## config.mk

```make
export PLATFORM = sky130hd
export DESIGN_NAME = button_event_ctrl
export DESIGN_NICKNAME = d
export VERILOG_FILES = /design/src/rtl/button_pkg.sv /design/src/rtl/button_event_ctrl_press_timer.sv /design/src/rtl/button_event_ctrl.sv
export SDC_FILE = /design/constraint.sdc
export NUM_CORES = 1
export LEC_CHECK = 0
export BUFFER_PORTS_ARGS = -buffer_cell sky130_fd_sc_hd__buf_2
export CAP_MARGIN = 20
export CORE_MARGIN = 2
export CORE_UTILIZATION = 58
export CTS_BUF_LIST = sky130_fd_sc_hd__clkbuf_2
export CTS_CLUSTER_SIZE = 40
export DETAILED_ROUTE_END_ITERATION = 8
export MAX_ROUTING_LAYER = met4
export PLACE_DENSITY_LB_ADDON = 0.2
export SYNTH_ARGS = -nofsm -noshare
export SYNTH_HDL_FRONTEND = slang
export SYNTH_SLANG_ARGS = --single-unit
```

## constraint.sdc

```tcl
create_clock -name clk -period 2.8 [get_ports clk]
set_input_delay 0.14 -clock clk [delete_from_list [all_inputs] [get_ports clk]]
set_output_delay 0.14 -clock clk [all_outputs]
set_load 0.05 [all_outputs]
```

## src/rtl/button_pkg.sv

```systemverilog
// Shared types and helpers for the button event controller.
// Macro BUTTON_DOUBLE_PRESS_EN adds the GAP state used for double-press detection.
package button_pkg;

  typedef enum logic [1:0] {
    EVT_NONE   = 2'd0,
    EVT_SHORT  = 2'd1,
    EVT_LONG   = 2'd2,
    EVT_DOUBLE = 2'd3
  } evt_type_t;

  typedef enum logic [1:0] {
    ST_IDLE   = 2'd0,
    ST_TIMING = 2'd1,
    ST_HELD   = 2'd2
`ifdef BUTTON_DOUBLE_PRESS_EN
    ,
    ST_GAP    = 2'd3
`endif
  } press_state_t;

  // Duration in whole clock cycles, never less than one.
  function automatic int cycles(input int ns, input int period);
    int c;
    c = ns / period;
    if (c < 1) begin
      return 1;
    end else begin
      return c;
    end
  endfunction

  function automatic int max_int(input int a, input int b);
    if (a > b) begin
      return a;
    end else begin
      return b;
    end
  endfunction

endpackage

```

## src/rtl/button_event_ctrl_press_timer.sv

```systemverilog
// Shared saturating press/gap counter; clr and en asserted together load 1.
// The at_gap flag exists only when BUTTON_DOUBLE_PRESS_EN is defined.
module press_timer
  import button_pkg::*;
#(
  parameter int LIMIT     = 25,
  parameter int GAP_LIMIT = 15,
  localparam int MAX_CNT  = max_int(LIMIT, GAP_LIMIT),
  localparam int CNT_W    = $clog2(MAX_CNT + 1)
) (
  input  logic clk,
  input  logic rst,
  input  logic clr,
  input  logic en,
  output logic at_limit
`ifdef BUTTON_DOUBLE_PRESS_EN
  ,
  output logic at_gap
`endif
);

  logic [CNT_W-1:0] cnt_q;
  logic [CNT_W-1:0] cnt_d;
  logic [CNT_W-1:0] base_s;

  // Next count: optional clear, then saturating increment.
  always_comb begin
    base_s = cnt_q;
    cnt_d  = cnt_q;
    if (clr) begin
      base_s = '0;
    end else begin
      base_s = cnt_q;
    end
    if (en && (base_s != CNT_W'(MAX_CNT))) begin
      cnt_d = base_s + CNT_W'(1);
    end else begin
      cnt_d = base_s;
    end
  end

  // Counter register.
  always_ff @(posedge clk or posedge rst) begin
    if (rst) begin
      cnt_q <= '0;
    end else begin
      cnt_q <= cnt_d;
    end
  end

  // Flags look one count ahead so the event lands on the threshold sample.
  assign at_limit = (cnt_q >= CNT_W'(LIMIT - 1));
`ifdef BUTTON_DOUBLE_PRESS_EN
  assign at_gap   = (cnt_q >= CNT_W'(GAP_LIMIT - 1));
`endif

endmodule

```

## src/rtl/button_event_ctrl.sv

```systemverilog
// Classifies presses on NUM_BUTTONS buttons as short/long using one shared timer.
// Define BUTTON_DOUBLE_PRESS_EN to add double-press detection via a release gap.
module button_event_ctrl
  import button_pkg::*;
#(
  parameter int CLK_PERIOD_ns  = 20,
  parameter int PRESS_TIMER_ns = 500,
  parameter int DOUBLE_GAP_ns  = 300,
  parameter int NUM_BUTTONS    = 4,
  localparam int ID_W = (NUM_BUTTONS > 1) ? $clog2(NUM_BUTTONS) : 1
) (
  input  logic                   clk,
  input  logic                   rst,
  input  logic [NUM_BUTTONS-1:0] in,
  output logic                   evt_valid,
  output logic [1:0]             evt_type,
  output logic [ID_W-1:0]        evt_id,
  output logic                   busy
);

  localparam int LIMIT     = cycles(PRESS_TIMER_ns, CLK_PERIOD_ns);
  localparam int GAP_LIMIT = cycles(DOUBLE_GAP_ns, CLK_PERIOD_ns);

  press_state_t           state_q, state_d;
  logic [ID_W-1:0]        id_q, id_d;
  logic                   evt_valid_q, evt_valid_d;
  evt_type_t              evt_type_q, evt_type_d;
  logic [ID_W-1:0]        evt_id_q, evt_id_d;
  logic                   busy_q, busy_d;
  logic [NUM_BUTTONS-1:0] in_dly_q;

  logic [NUM_BUTTONS-1:0] rise_s;
  logic                   grant_found_s;
  logic [ID_W-1:0]        grant_id_s;
  logic                   granted_lvl_s;
  logic                   tmr_clr_s;
  logic                   tmr_en_s;
  logic                   at_limit_s;
`ifdef BUTTON_DOUBLE_PRESS_EN
  logic                   at_gap_s;
`endif

  press_timer #(
    .LIMIT     (LIMIT),
    .GAP_LIMIT (GAP_LIMIT)
  ) u_timer (
    .clk      (clk),
    .rst      (rst),
    .clr      (tmr_clr_s),
    .en       (tmr_en_s),
    .at_limit (at_limit_s)
`ifdef BUTTON_DOUBLE_PRESS_EN
    ,
    .at_gap   (at_gap_s)
`endif
  );

  assign rise_s        = in & ~in_dly_q;
  assign granted_lvl_s = in[id_q];

  // Fixed-priority pick: scanning downward leaves the lowest rising index.
  always_comb begin
    grant_found_s = 1'b0;
    grant_id_s    = '0;
    for (int i = NUM_BUTTONS - 1; i >= 0; i--) begin
      if (rise_s[i]) begin
        grant_found_s = 1'b1;
        grant_id_s    = ID_W'(i);
      end else begin
        grant_found_s = grant_found_s;
        grant_id_s    = grant_id_s;
      end
    end
  end

  // Press FSM next-state, timer control and event generation.
  always_comb begin
    state_d     = state_q;
    id_d        = id_q;
    evt_valid_d = 1'b0;
    evt_type_d  = EVT_NONE;
    evt_id_d    = '0;
    tmr_clr_s   = 1'b0;
    tmr_en_s    = 1'b0;
    case (state_q)
      ST_IDLE: begin
        tmr_clr_s = 1'b1;
        if (grant_found_s) begin
          id_d     = grant_id_s;
          tmr_en_s = 1'b1;
          state_d  = ST_TIMING;
        end else begin
          state_d  = ST_IDLE;
        end
      end
      ST_TIMING: begin
        if (granted_lvl_s) begin
          tmr_en_s = 1'b1;
          if (at_limit_s) begin
            evt_valid_d = 1'b1;
            evt_type_d  = EVT_LONG;
            evt_id_d    = id_q;
            state_d     = ST_HELD;
          end else begin
            state_d     = ST_TIMING;
          end
        end else begin
          tmr_clr_s = 1'b1;
`ifdef BUTTON_DOUBLE_PRESS_EN
          state_d   = ST_GAP;
`else
          evt_valid_d = 1'b1;
          evt_type_d  = EVT_SHORT;
          evt_id_d    = id_q;
          state_d     = ST_IDLE;
`endif
        end
      end
      ST_HELD: begin
        if (!granted_lvl_s) begin
          tmr_clr_s = 1'b1;
          state_d   = ST_IDLE;
        end else begin
          state_d   = ST_HELD;
        end
      end
`ifdef BUTTON_DOUBLE_PRESS_EN
      ST_GAP: begin
        tmr_en_s = 1'b1;
        if (rise_s[id_q]) begin
          evt_valid_d = 1'b1;
          evt_type_d  = EVT_DOUBLE;
          evt_id_d    = id_q;
          state_d     = ST_HELD;
        end else if (at_gap_s) begin
          evt_valid_d = 1'b1;
          evt_type_d  = EVT_SHORT;
          evt_id_d    = id_q;
          tmr_clr_s   = 1'b1;
          state_d     = ST_IDLE;
        end else begin
          state_d     = ST_GAP;
        end
      end
`endif
      default: begin
        tmr_clr_s = 1'b1;
        state_d   = ST_IDLE;
      end
    endcase
    busy_d = (state_d != ST_IDLE);
  end

  // FSM, event and edge-detect registers; in_dly resets high so held buttons need a fresh press.
  always_ff @(posedge clk or posedge rst) begin
    if (rst) begin
      state_q     <= ST_IDLE;
      id_q        <= '0;
      evt_valid_q <= 1'b0;
      evt_type_q  <= EVT_NONE;
      evt_id_q    <= '0;
      busy_q      <= 1'b0;
      in_dly_q    <= '1;
    end else begin
      state_q     <= state_d;
      id_q        <= id_d;
      evt_valid_q <= evt_valid_d;
      evt_type_q  <= evt_type_d;
      evt_id_q    <= evt_id_d;
      busy_q      <= busy_d;
      in_dly_q    <= in;
    end
  end

  assign evt_valid = evt_valid_q;
  assign evt_type  = evt_type_q;
  assign evt_id    = evt_id_q;
  assign busy      = busy_q;

endmodule

```

After elaboration in Yosys (flattened, before gate mapping)
Index checks and enable logic that the tools add are counted.

cells by class
  bitwise operators = 2
  reductions and logical operators = 5
  order comparisons = 2
  add/sub/neg operators = 1
  mux-type cells = 31
  equal/unequal tests = 3

operators by type and width
  operator               number
  $mux W2                13
  $mux W1                13
  $mux W5                2
  $pmux W2 S3            1
  $add A5 B1 Y5 const B  1
  $ge A5 B5 Y1 const B   1
  $ne A5 B5 Y1 const B   1
  $and A4 B4 Y4          1
  $not A4 Y4             1
  $lt A2 B3 Y1 const B   1
  $bmux W1 S2            1
  $eq A2 B1 Y1 const B   1
  $eq A2 B2 Y1 const B   1
  $logic_not A2 Y1       1
  $pmux W1 S2            1
  $reduce_and A2 Y1      1
  $reduce_bool A2 Y1     1
  $reduce_or A2 Y1       1
  $logic_and A1 B1 Y1    1

storage, ports and cells
  logic and storage cells = 52
  input port bits = 6
  flip-flop bits (word level) = 19
  output and inout bits = 6

Logic depth before layout (Yosys ltp)
Gate-level depths: netlist (run 1).

  depth after elaboration = 10
  mapped depth = 9
  gate-level depth less buffers = 9

Cells and area by module
From an unflattened synthesis (run 1), not the netlist that was laid out.

unflattened totals
  cells, all modules = 79
  area total of the unflattened synthesis = 922.1 µm²

by module, submodules not included
  module             area an instance (µm²)  times used  cells each  sequential area each (µm²)
  button_event_ctrl  625.6                   1           50          355.3
  press_timer        296.5                   1           29          125.1

Least setup slack after synthesis (run 1)
No wires, ideal clock.

  path type = reg2reg
  from = register id_q[0]
  to = register u_timer.cnt_q[0]
  data required time = 2.704 ns
  slack = 0.842 ns
  arrival = 1.862 ns
  cell stages (with the launch flop) = 8
  clock period less this slack = 1.958 ns
  setup time = 0.096 ns
  buffers on the path = 0
  cell sequence = dfrtp_1 mux4_2 and2_4 nand2_1 ha_1 and4b_1 a21oi_1 o32ai_2

on the way
  longest elaborated chain between the ends = 8
  elaborated cells on any way between the ends = 11
  those cells by class = add/sub: 1; eq/ne: 1; mux: 8; reduce/logical: 1

RTL lines
  what                                                   RTL line                             source
  start: declaration                                     button_event_ctrl.sv:25              logic [ID_W-1:0] id_q, id_d;
  start signal: assignment                               button_event_ctrl.sv:166             id_q <= id_d;
  $bmux W1 S2 *                                          button_event_ctrl.sv:59              assign granted_lvl_s = in[id_q];
  $mux W1 (implied by the code) *                        button_event_ctrl.sv:59
  branches (longest 5 deep; another with $add A5 B1 Y5)  -
  $mux W5 *                                              button_event_ctrl_press_timer.sv:35  if (en && (base_s != CNT_W'(MAX_CNT))) begin
  via u_timer.cnt_d[0]                                   button_event_ctrl_press_timer.sv:23  logic [CNT_W-1:0] cnt_d;
  end signal: assignment                                 button_event_ctrl_press_timer.sv:47  cnt_q <= cnt_d;
  end: declaration                                       button_event_ctrl_press_timer.sv:22  logic [CNT_W-1:0] cnt_q;

Mark *: on every way through the listed nets, which the timed path passes. The select of a mux whose other input is x is not followed.
A chain may end at the register's enable or synchronous reset.

Worst setup path after layout (run 1)
  from = input port in[2]
  to = register u_timer.cnt_q[0]

on the way
  longest elaborated chain between the ends = 8
  elaborated cells on any way between the ends = 16
  those cells by class = add/sub: 1; eq/ne: 1; mux: 12; bitwise: 1; reduce/logical: 1

RTL lines
  what                                                   RTL line                             source
  start: declaration                                     button_event_ctrl.sv:14              input logic [NUM_BUTTONS-1:0] in,
  branches (longest 7 deep; another with $add A5 B1 Y5)  -
  $mux W5 *                                              button_event_ctrl_press_timer.sv:35
  via u_timer.cnt_d[0]                                   button_event_ctrl_press_timer.sv:23

Marks and branches as above.

==> impl_summary.txt, run 1 <==
----------------------------------------------------
[Run status]
  Status ... complete, no violations

[Die]
  Area of the die ... approximately 2000 sq um
  Height of the die ... ~44 um
  Row count ... 14
  Initial core utilization ... 0.6223
  Area of the placeable core ... roughly 1500 sq um
  Floorplan die width ... ~44 um
  I/O Pins ... 12

[Clock tree]
  CTS buffer count ... 3
  Post-CTS setup buffer count ... 0
  Clock sink count ... 19
  TritonCTS clock tree ... done
  Clk root buf ... sky130_fd_sc_hd__clkbuf_2
  Worst-Skew Late Latency ... 0.32 ns
  Number of H-tree branching levels ... 1
  Maximum buffer depth of the clock tree ... 2
  Clock slew at the register clock pins of the worst setup and hold paths ... approximately 0.18 ns

[Route]
  Number of DRC markers in iteration 0 ... 32
  Drt drc ... 0
  Met3 wire length ... 86 um
  Routed length on met1 ... between 700 and 800 um
  Average wire per cell in the routed design ... between 15 and 20 um
  Vias after detailed routing ... roughly 700
  Per-cell via count in the routed design ... between 5 and 6
  Length of the first detailed-routing pass in iterations ... 4
  Post-route antenna net violation count ... 0
  Highest metal used ... met4
  Routed length on met2 ... a little under 900 um
  Routed Wire Length ... 1.801 mm

[Synth]
  Count of synthesis-stage warnings from yosys ... 0
  Netlist area before placement ... approximately 950 sq um
  Fraction of post-synthesis cell area in the top cell type by area ... 0.3958
  Avg Inst Size Synth ... ~12 sq um
  Dominant cells by area after synthesis ... sky130_fd_sc_hd__dfrtp_1 (40%), sky130_fd_sc_hd__dfstp_2 (11%), sky130_fd_sc_hd__ha_1 (6.6%)
  Syn Inst Count ... just over 80
  Flip-flop and latch count after synthesis ... 19
  Dominant cell type by area after synthesis ... sky130_fd_sc_hd__dfrtp_1
  Count of different cell masters after synthesis ... 32
  Portion of the post-synthesis area used by sequential elements ... 0.5066
  Post-synth net total ... between 90 and 100

[Setup path]
  Kind of launch point of the worst setup path ... input port
  Max stage delay on crit path ... around 0.55 ns
  WP data arrival ... 2.47 ns
  Ordered cell list for the critical path ... dlygate4sd3_1 -> buf_2 -> mux4_2 -> and2_4 -> nand2_1 -> ha_1 -> and4b_1 -> a21oi_1 -> o32ai_2
  Critical Path Sink Type ... register
  Endpoint required time on the critical path ... roughly 3.1 ns
  Worst reg2reg path endpoint ... u_timer.cnt_q[0]$_DFF_PP0_
  Maximum fanout count along the critical path ... 7
  Register-to-Register Path Depth ... 7
  Critical register-to-register path startpoint ... id_q[0]$_DFFE_PP0P_
  Setup CP Type ... in2reg
  Critical Path Slowest Stage Cell ... sky130_fd_sc_hd__mux4_2
  Launch point of the critical path ... in[2]
  R2R setup slack ... ~0.60 ns

[Global routing]
  Total overflow reported by the global router ... 0
  Wire length of the first global-routing pass ... slightly above 3 mm
  Initial antenna violation count ... 0
  GRT Resource Usage Total ... 0.2274
  Maximum number of pins on one net before global-route repair ... 20
  Vias in the first global route ... ~640

[Timing]
  Worst slew margin ... 0.5307
  Setup tns final ... 0 ns
  Post-route fraction of the period consumed by the critical path ... 0.7938
  Final worst path period need ... about 2.2 ns
  Number of hold-slack violations in the final timing report ... 0
  Unrepaired setup endpoints after global routing ... false
  Final slew viol count ... 0
  Slew at the pin with the worst max-slew slack ... 0.7032 ns
  Final setup fails ... 0
  Setup clock skew after layout ... 0.002732 ns
  Peak Freq ... 449.9 MHz
  Worst hold-check slack ... roughly 0.45 ns

[Pwr]
  Largest vdd supply drop ... roughly 0.53 mV
  Standby leakage power ... roughly 0.5 nW
  Power density over cell area ... 901.9 nW/um^2
  Overall power after layout ... 0.9862 mW

[Run]
  Total of max-cap violations ... 0

[Final layout]
  Nets ... 114
  Fraction of layout instances using a drive strength above 1 ... 0.3039
  Leading cell types in the layout, fill and taps excluded ... sky130_fd_sc_hd__dfrtp_1 (15), sky130_fd_sc_hd__buf_2 (11), sky130_fd_sc_hd__nand2_1 (7), sky130_fd_sc_hd__a21oi_1 (7), sky130_fd_sc_hd__inv_1 (6)
  Utilization after layout ... 0.7176
  Non-filler cells, final ... ~120
  Filler instances ... 115
  Number of antenna diodes ... 0
  Commonest non-fill, non-tap cell in the layout ... sky130_fd_sc_hd__dfrtp_1
  Layout area overhead ... 15.30%

[Placed design]
  Port bufs ... 11
  Placer Congestion ... 0.9316
  Dpl cells ... roughly 110
  DP Wirelength ... roughly 1.2 mm

[Hold path]
  Hold EP ... in_dly_q[0]$_DFF_PP1_
  Critical hold path startpoint ... in[0]
  Worst hold path depth ... 2
  Min-Delay Path Class ... in2reg

----------------------------------------------------
## per-layer routing
| layer | up-vias | track usage |
|---|---|---|
| met5 | - | - |
| met3 | 9 | 0.03673 |
| li1 | 327 | - |
| met1 | 342 | 0.2979 |
| met2 | 26 | 0.3529 |
| met4 | 0 | 0.09091 |
## Yosys cell counts
library cell / number
sky130_fd_sc_hd__dfrtp_1: 15
sky130_fd_sc_hd__a21oi_1: 7
sky130_fd_sc_hd__nand2_1: 7
sky130_fd_sc_hd__inv_1: 6
sky130_fd_sc_hd__ha_1: 5
sky130_fd_sc_hd__nor2_1: 5
sky130_fd_sc_hd__dfstp_2: 4
sky130_fd_sc_hd__and2_4: 2
sky130_fd_sc_hd__mux2i_1: 2
sky130_fd_sc_hd__nand2_2: 2
sky130_fd_sc_hd__nand2b_1: 2
sky130_fd_sc_hd__nor2b_1: 2
sky130_fd_sc_hd__nor2b_4: 2
sky130_fd_sc_hd__o21a_1: 2
sky130_fd_sc_hd__o21ai_0: 2
sky130_fd_sc_hd__a2111o_1: 1
sky130_fd_sc_hd__a21o_1: 1
sky130_fd_sc_hd__a311oi_1: 1
sky130_fd_sc_hd__a31oi_1: 1
sky130_fd_sc_hd__and2_1: 1
sky130_fd_sc_hd__and2_2: 1
sky130_fd_sc_hd__and4b_1: 1
sky130_fd_sc_hd__mux4_2: 1
sky130_fd_sc_hd__nand3_1: 1
sky130_fd_sc_hd__nand4_1: 1
sky130_fd_sc_hd__nor3_1: 1
sky130_fd_sc_hd__o21ai_2: 1
sky130_fd_sc_hd__o22ai_2: 1
sky130_fd_sc_hd__o31ai_1: 1
sky130_fd_sc_hd__o32ai_2: 1
sky130_fd_sc_hd__o41ai_4: 1
sky130_fd_sc_hd__or3_1: 1
## sequential cells by signal, indices dropped and copies added (netlist names)
name,flops
u_timer.cnt_q,5
in_dly_q,4
evt_id,2
evt_type,2
id_q,2
state_q,2
busy,1
evt_valid,1
## through the flow
step / worst slack, ns / instance area (sq um)
floorplan: 0.8425 / 948.4
global placement: 0.7499 / 1023
detailed placement: 0.6834 / 1023
CTS: 0.5804 / 1094
global route: 0.4654 / 1094
finish: 0.5773 / 1094
## logic make-up (layout without fill, tap and decap cells)
group / count (synthesis) / count (layout) / synth area share
compound gates: 20 / 20 / 0.1755
fa+ha+maj: 5 / 5 / 0.06596
buf+inv: 6 / 26 / 0.02375
flops: 19 / 19 / 0.5066
mux: 3 / 3 / 0.04485
simple gates: 29 / 29 / 0.1834
## power breakdown
group | internal [mW] | switching [mW] | total (mW) | leakage, nW
combinational | 0.172 | 0.305 | 0.477 | 0.254
clock | 0.0324 | 0.0878 | 0.120 | 0.0164
sequential | 0.343 | 0.0457 | 0.389 | 0.239
## cell type report
class | instances | area, sq um | area share
flip-flops and latches | 19 | 480.5 | 0.4394
clock buffers | 3 | 15.01 | 0.01373
clock inverters | 1 | 5.005 | 0.004577
inverters | 6 | 22.52 | 0.02059
well taps | 16 | 20.02 | 0.01831
multi-input cells | 57 | 445.4 | 0.4073
repair buffers | 16 | 105.1 | 0.09611
## worst max-delay path by stage
stage | to | slack (ns)
after floorplan | u_timer.cnt_q[0]$_DFF_PP0_ | 0.84
after global placement | u_timer.cnt_q[0]$_DFF_PP0_ | 0.75
after detailed placement | u_timer.cnt_q[0]$_DFF_PP0_ | 0.68
after CTS | u_timer.cnt_q[0]$_DFF_PP0_ | 0.58
after global routing | u_timer.cnt_q[0]$_DFF_PP0_ | 0.47
final | u_timer.cnt_q[0]$_DFF_PP0_ | 0.58
## timing repair
item,CTS,global route
endpoints found under the hold margin,19,0
resized for setup,0,0
hold buffers,5,0
## worst max-delay path, delay by kind of cell
family	cells	cell delay, ns
and+or+nand+nor	3	0.59
adders and majority gates	1	0.17
muxes	1	0.55
AOI/OAI and AO/OA	2	0.33
buffers and inverters	2	0.68
Power figures use the tool's default switching activity.
==> inputs of run 2 (changes only) <==
- ABC_AREA: not set -> 1
- CORE_UTILIZATION: 58 -> 59
- clock period: 2.8 -> 2.3 ns (I/O delays scaled with it)
==> impl_summary.txt, run 2 <==
----------------------------------------------------
[Die]
  Area of the placeable core ... 1559 sq um (+2.3%)
  Height of the die ... 45.42 um (+2.2%)
  I/O Pins ... 12 (unchanged)
  Row count ... 14 (unchanged)
  Floorplan die width ... 45.42 um (+2.2%)
  Area of the die ... 2063 sq um (+4.5%)
  Initial core utilization ... 0.6493 (+0.02695)

[Hold path]
  Min-Delay Path Class ... in2async

[Final layout]
  Number of flip-flops in the largest register ... 5 (unchanged)
  Leading cell types in the layout, fill and taps excluded ... sky130_fd_sc_hd__nand2_1 (38), sky130_fd_sc_hd__inv_1 (27), sky130_fd_sc_hd__dfrtp_1 (15)
  Nets ... 158 (+39%)
  Non-filler cells, final ... 162 (+37%)
  Layout area overhead ... 14.34%
  Commonest non-fill, non-tap cell in the layout ... sky130_fd_sc_hd__nand2_1
  Number of antenna diodes ... 0 (unchanged)
  Most flops, register ... u_timer.cnt_q
  Fraction of layout instances using a drive strength above 1 ... 0.2192 (-0.08474)
  Biggest registers after layout ... u_timer.cnt_q (5), in_dly_q (4)

[Setup path]
  Register-to-Register Path Depth ... 14 (+7)
  WP data arrival ... 2.34 ns (-0.13 ns)
  Critical register-to-register path startpoint ... state_q[0]$_DFF_PP0_
  Critical Path Slowest Stage Cell ... sky130_fd_sc_hd__dfrtp_1
  Kind of launch point of the worst setup path ... register
  Depth of the critical timing path with buffers and inverters included ... 14 (+5)
  Worst reg2reg path endpoint ... u_timer.cnt_q[4]$_DFF_PP0_
  Endpoint required time on the critical path ... 2.53 ns (-0.52 ns)
  Critical Path Sink Type ... register
  R2R setup slack ... 0.19 ns (-0.41 ns)
  Launch point of the critical path ... state_q[0]$_DFF_PP0_
  Setup CP Type ... reg2reg
  Maximum fanout count along the critical path ... 6 (-1)
  Count of buffering cells on the critical path with inverters included ... 4 (+2)
  Worst setup path end ... u_timer.cnt_q[4]$_DFF_PP0_
  Top cell family by delay on the critical path ... simple AND/OR/NAND/NOR gates
  Ordered cell list for the critical path ... inv_1 -> ha_1 -> inv_1 -> nor2_4 -> nand2_1 -> inv_1 -> ha_1 -> nand2_1 -> nor2_1 -> nand2_4 -> nand2_4 -> inv_2 -> nand3_1 -> nand2_1
  Max stage delay on crit path ... 0.42 ns (-0.13 ns)

[Timing]
  Worst slew margin ... 0.5409 (+0.01024)
  Peak Freq ... 473.6 MHz
  Setup tns final ... 0 ns (unchanged)
  Final setup fails ... 0 (unchanged)
  Worst hold-check slack ... 0.4049 ns (-0.04964 ns)
  Unrepaired setup endpoints after global routing ... false
  Slew at the pin with the worst max-slew slack ... 0.6879 ns (-0.01534 ns)
  Setup clock skew after layout ... 0.01937 ns (+0.01664 ns)
  Number of hold-slack violations in the final timing report ... 0 (unchanged)
  Final worst path period need ... between 2 and 2.5 ns
  Final slew viol count ... 0 (unchanged)
  Post-route fraction of the period consumed by the critical path ... 0.9181

[Global routing]
  Wire length of the first global-routing pass ... 3.056 mm (+0.66%)
  Maximum number of pins on one net before global-route repair ... 20 (unchanged)
  GRT Resource Usage Total ... 0.2192 (-0.008175)
  Vias in the first global route ... 780 (+21%)
  Total overflow reported by the global router ... 0 (unchanged)
  Initial antenna violation count ... 0 (unchanged)

[Synth]
  Flip-flop and latch count after synthesis ... 19 (unchanged)
  Count of synthesis-stage warnings from yosys ... 0 (unchanged)
  Synth cell count leaders ... sky130_fd_sc_hd__nand2_1 (38), sky130_fd_sc_hd__inv_1 (27), sky130_fd_sc_hd__dfrtp_1 (15), sky130_fd_sc_hd__nand3_1 (9), sky130_fd_sc_hd__nor2_1 (8)
  Dominant cells by area after synthesis ... sky130_fd_sc_hd__dfrtp_1 (37%), sky130_fd_sc_hd__nand2_1 (14%), sky130_fd_sc_hd__dfstp_2 (10%)
  Proportion of register bits with asynchronous set or reset after synthesis ... 1.000 (unchanged)
  Number of synthesized flops with an enable pin ... 0 (unchanged)
  Post-synth net total ... 137 (+47%)
  Count of different cell masters after synthesis ... 16 (-50%)
  Netlist area before placement ... 1012 sq um (+6.7%)
  Avg Inst Size Synth ... 8.034 sq um (-31%)
  Most repeated cell in the gate-level netlist after synthesis ... sky130_fd_sc_hd__nand2_1
  Fraction of post-synthesis cell area in the top cell type by area ... 0.3708 (-0.02495)
  Syn Inst Count ... 126 (+54%)
  Most instantiated flip-flop cell in the synthesis netlist ... sky130_fd_sc_hd__dfrtp_1
  Portion of the post-synthesis area used by sequential elements ... 0.4747 (-0.03194)
  Dominant cell type by area after synthesis ... sky130_fd_sc_hd__dfrtp_1

[Pwr]
  Cell-internal power ... 0.6379 mW (+16%)
  Power density over cell area ... 1082 nW/um^2 (+20%)
  Part of the total power dissipated in combinational logic ... 0.513 (+0.029)
  Part of the power in registers ... 0.371 (-0.023)
  Power spent charging and discharging nets ... 0.6139 mW (+40%)
  Fraction of power spent switching nets ... 0.4904 (+0.04569)
  Proportion of power drawn by the clock network ... 0.116 (-0.006)
  Largest vdd supply drop ... 0.6493 mV (+22%)
  Standby leakage power ... 0.7052 nW (+39%)

[Placed design]
  DP Wirelength ... 1.399 mm (+20%)
  Port bufs ... 11 (unchanged)
  Placer Congestion ... 0.8148 (-13%)
  Dpl cells ... 153 (+40%)

[Clock tree]
  Number of H-tree branching levels ... 1 (unchanged)
  TritonCTS clock tree ... done
  Maximum buffer depth of the clock tree ... 2 (unchanged)
  CTS buffer count ... 3 (unchanged)
  Clock sink count ... 19 (unchanged)
  Post-CTS setup buffer count ... 0 (unchanged)
  Clock slew at the register clock pins of the worst setup and hold paths ... 0.19 ns (about the same)
  Clk root buf ... sky130_fd_sc_hd__clkbuf_2
  Worst-Skew Late Latency ... 0.32 ns (about the same)

[Run status]
  Status ... complete, no violations

[Route]
  Length of the first detailed-routing pass in iterations ... 4 (unchanged)
  Per-cell via count in the routed design ... 5.000 (-16%)
  Number of DRC markers in iteration 0 ... 32 (unchanged)
  Vias after detailed routing ... 810 (+15%)
  Routed Wire Length ... 1.821 mm (+1.1%)
  Average wire per cell in the routed design ... 11.24 um (-26%)
  Drt drc ... 0 (unchanged)
  Post-route antenna net violation count ... 0 (unchanged)

[Run]
  Total of max-cap violations ... 0 (unchanged)

----------------------------------------------------
[run 2: changes by cell type in the layout (fill, tap and decap cells not counted), sizes merged, moves of 2 or more]
| cell | delta |
|---|---|
| nand2 | +36 |
| inv | +23 |
| nand3 | +10 |
| a21oi | -7 |
| and2 | -4 |
| nor2 | +4 |
| nor2b | -4 |
| mux2i | -2 |
| nand2b | -2 |
| o21a | -2 |
| o21ai | +2 |
[run 2: final cells by class]
type                       instances  area (sq um)
sequential                        19         480.5
clock buffer                       3         15.01
timing repair buffer              16         105.1
multi-input combinational         78         422.9
clock inverter                     1         5.005
tap                               16         20.02
inverter                          29         108.9
fill                             114         401.6
[run 2: repair_timing]
action                                 4_1_cts  5_1_grt
setup endpoints to repair                    0        0
gates resized for setup                      0        0
endpoints found under the hold margin       19        0
hold buffers                                 5        0
[run 2: metal layers]
layer,routed length [um],up-vias,track usage
li1,-,414,-
met2,955,17,0.3887
met3,55,9,0.03968
met4,54,0,0.1176
met5,0,-,-
met1,755,370,0.2251
[run 2: stage by stage]
step	total power [mW]	worst slack (ns)	utilization	cell area, sq um
global placement	1.079	0.3447	0.6974	1087
finish	1.252	0.1883	0.7424	1157
detailed placement	1.108	0.2321	0.6974	1087
CTS	1.255	0.2003	0.7424	1157
floorplan	0.9744	0.4340	-	1012
global route	1.346	0.01380	0.7424	1157
[run 2: cell families after synthesis]
| logic type | synth area share |
|---|---|
| AO/OA/AOI/OAI | 0.02472 |
| XOR/XNOR | 0.008654 |
| adder cells (fa/ha/maj) | 0.06180 |
| buffers and inverters | 0.1075 |
| flip-flops | 0.4747 |
| AND/OR/NAND/NOR | 0.3226 |
[run 2: worst min-delay path: stages]
cell	delay (ns)
sky130_fd_sc_hd__dlygate4sd3_1	0.53
sky130_fd_sc_hd__buf_2	0.12
sky130_fd_sc_hd__inv_1	0.50
[run 2: worst min path at each step]
stage	slack (ns)	cells after the start	end	start
6_report	0.40	3	evt_id[0]$_DFF_PP0_	rst
5_1_grt	0.43	2	in_dly_q[1]$_DFF_PP1_	in[1]
4_1_cts	0.43	2	in_dly_q[1]$_DFF_PP1_	in[1]
3_5_place_dp	0.25	2	evt_type[1]$_DFF_PP0_	rst
3_3_place_gp	0.24	2	evt_type[1]$_DFF_PP0_	rst
2_1_floorplan	0.06	1	busy$_DFF_PP0_	rst
[run 2: power by group through the flow]
| stage | logic (mW) | clock network (mW) | registers [mW] |
|---|---|---|---|
| floorplan | 0.378 | 0 | 0.596 |
| global placement | 0.609 | 0 | 0.470 |
| detailed placement | 0.636 | 0 | 0.472 |
| CTS | 0.645 | 0.146 | 0.464 |
| global route | 0.710 | 0.163 | 0.473 |
| finish | 0.642 | 0.145 | 0.465 |
==> inputs of run 3 (changes only) <==
==> constraint.sdc (replaced) <==
create_clock -name clk -period 2.3 [get_ports clk]
set_input_delay 0.23 -clock clk [delete_from_list [all_inputs] [get_ports clk]]
set_output_delay 0.23 -clock clk [all_outputs]
set_load 0.05 [all_outputs]
==> impl_summary.txt, run 3 (synthesis results as in run 2) <==
----------------------------------------------------
[Run]
  Total of max-cap violations ... 0 (unchanged)

[Clock tree]
  Clock sink count ... 19 (unchanged)
  Clock slew at the register clock pins of the worst setup and hold paths ... 0.18 ns (about the same)
  Post-CTS setup buffer count ... 0 (unchanged)
  TritonCTS clock tree ... done
  CTS buffer count ... 3 (unchanged)
  Worst-Skew Late Latency ... 0.32 ns (about the same)
  Clk root buf ... sky130_fd_sc_hd__clkbuf_2
  Maximum buffer depth of the clock tree ... 2 (unchanged)
  Number of H-tree branching levels ... 1 (unchanged)

[Timing]
  Setup tns final ... 0 ns (unchanged)
  Setup slack of the critical path after layout ... 0.1927 ns (+0.004367 ns)
  Setup clock skew after layout ... 0.01244 ns (-0.006930 ns)
  Slew at the pin with the worst max-slew slack ... 0.6900 ns (+0.002133 ns)
  Worst slew margin ... 0.5395 (-0.001423)
  Peak Freq ... 474.5 MHz (+0.21%)
  Final worst path period need ... 2.107 ns (-0.004367 ns)
  Final setup fails ... 0 (unchanged)
  Unrepaired setup endpoints after global routing ... false
  Worst hold-check slack ... 0.5319 ns (+0.1270 ns)
  Post-route fraction of the period consumed by the critical path ... 0.9162 (-0.001899)
  Final slew viol count ... 0 (unchanged)
  Number of hold-slack violations in the final timing report ... 0 (unchanged)

[Setup path]
  Kind of launch point of the worst setup path ... register
  R2R setup slack ... 0.19 ns (about the same)
  Critical Path Sink Type ... register
  Critical Path Slowest Stage Cell ... sky130_fd_sc_hd__dfrtp_1
  Worst reg2reg path endpoint ... u_timer.cnt_q[4]$_DFF_PP0_
  Endpoint required time on the critical path ... 2.52 ns (about the same)
  Max stage delay on crit path ... 0.42 ns (about the same)
  Worst setup path end ... u_timer.cnt_q[4]$_DFF_PP0_
  Launch point of the critical path ... state_q[0]$_DFF_PP0_
  Critical register-to-register path startpoint ... state_q[0]$_DFF_PP0_
  WP data arrival ... 2.33 ns (about the same)
  Setup CP Type ... reg2reg
  Register-to-Register Path Depth ... 14 (unchanged)
  Maximum fanout count along the critical path ... 6 (unchanged)
  Ordered cell list for the critical path ... inv_1 -> ha_1 -> inv_1 -> nor2_4 -> nand2_1 -> inv_1 -> ha_1 -> nand2_1 -> nor2_1 -> nand2_4 -> nand2_4 -> inv_2 -> nand3_1 -> nand2_1

[Global routing]
  Initial antenna violation count ... 0 (unchanged)
  Maximum number of pins on one net before global-route repair ... 20 (unchanged)
  Wire length of the first global-routing pass ... 3.042 mm (-0.46%)
  Vias in the first global route ... 770 (-1.3%)
  Total overflow reported by the global router ... 0 (unchanged)
  GRT Resource Usage Total ... 0.2183 (-0.0008562)

[Placed design]
  Worst slack after detailed placement ... 0.2321 ns (unchanged)
  Dpl cells ... 153 (unchanged)
  Port bufs ... 11 (unchanged)
  Placer Congestion ... 0.8148 (unchanged)
  Post-placement cell area ... 1087 sq um (unchanged)
  DP Wirelength ... 1.399 mm (unchanged)

[Final layout]
  Number of antenna diodes ... 0 (unchanged)
  Non-filler cells, final ... 162 (unchanged)
  Most flops, register ... u_timer.cnt_q
  Layout area overhead ... 14.34% (unchanged)
  Finished layout cell area ... 1157 sq um (unchanged)
  Fraction of layout instances using a drive strength above 1 ... 0.2192 (unchanged)
  Commonest non-fill, non-tap cell in the layout ... sky130_fd_sc_hd__nand2_1
  Number of flip-flops in the largest register ... 5 (unchanged)
  Utilization after layout ... 0.7424 (unchanged)
  Biggest registers after layout ... u_timer.cnt_q (5), in_dly_q (4)
  Leading cell types in the layout, fill and taps excluded ... sky130_fd_sc_hd__nand2_1 (38), sky130_fd_sc_hd__inv_1 (27), sky130_fd_sc_hd__dfrtp_1 (15)
  Nets ... 158 (unchanged)

[Route]
  Routed Wire Length ... 1.800 mm (-1.2%)
  Per-cell via count in the routed design ... 4.957 (-0.86%)
  Number of DRC markers in iteration 0 ... 27 (-16%)
  Drt drc ... 0 (unchanged)
  Average wire per cell in the routed design ... 11.11 um (-1.2%)
  Post-route antenna net violation count ... 0 (unchanged)
  Length of the first detailed-routing pass in iterations ... 4 (unchanged)
  Vias after detailed routing ... 803 (-0.86%)

[Die]
  Initial core utilization ... 0.6493 (unchanged)
  I/O Pins ... 12 (unchanged)
  Height of the die ... 45.42 um (unchanged)
  Area of the die ... 2063 sq um (unchanged)
  Area of the placeable core ... 1559 sq um (unchanged)
  Row count ... 14 (unchanged)
  Floorplan die width ... 45.42 um (unchanged)

[Pwr]
  Standby leakage power ... 0.7052 nW (unchanged)
  Power density over cell area ... 1080 nW/um^2 (-0.10%)
  Largest vdd supply drop ... 0.6393 mV (-1.5%)
  Overall power after layout ... 1.250 mW (-0.10%)

[Run status]
  Status ... complete, no violations

[Hold path]
  Min-Delay Path Class ... in2async

----------------------------------------------------
[run 3: cell counts in the layout (fill, tap and decap cells not counted)]
No cell type changed its count.
[run 3: cell type report]
class	count	area [sq um]
fillers	115	401.6
multi-input cells	78	422.9
repair buffers	16	105.1
well taps	16	20.02
clock inverters	1	5.005
clock buffers	3	15.01
flip-flops and latches	19	480.5
inverters	29	108.9
[run 3: worst max-delay path, delay by kind of cell (launching register included)]
family                     cells  cell delay [ns]
adders and majority gates      2             0.50
buffers and inverters          4             0.30
and+or+nand+nor                8             0.80
DFF                            1             0.42
[run 3: power by group]
| part | internal, mW | switching [mW] | leakage (nW) | total (mW) |
|---|---|---|---|---|
| combinational | 0.180 | 0.463 | 0.451 | 0.643 |
| clock | 0.0394 | 0.104 | 0.0164 | 0.143 |
| sequential | 0.418 | 0.0462 | 0.237 | 0.465 |
| total | 0.638 | 0.612 | 0.705 | 1.25 |
[run 3: how the worst min path moves through the flow]
| stage | end | startpoint | cells past startpoint | slack (ns) |
|---|---|---|---|---|
| finish | evt_id[0]$_DFF_PP0_ | rst | 3 | 0.53 |
| global route | in_dly_q[1]$_DFF_PP1_ | in[1] | 2 | 0.53 |
| CTS | in_dly_q[1]$_DFF_PP1_ | in[1] | 1 | 0.003 |
| detailed placement | in_dly_q[1]$_DFF_PP1_ | in[1] | 1 | 0.36 |
| global placement | evt_type[1]$_DFF_PP0_ | rst | 2 | 0.36 |
| floorplan | busy$_DFF_PP0_ | rst | 1 | 0.18 |
[run 3: timing repair]
| action | in CTS | in global routing |
|---|---|---|
| resized for setup | 0 | 0 |
| hold buffers | 1 | 4 |
| hold endpoints to repair | 7 | 4 |
[run 3: layer usage]
layer / wire length (um) / global-route usage
met5: 0 / -
met4: 54 / 0.1176
met3: 56 / 0.03968
met2: 912 / 0.3803
met1: 776 / 0.2302
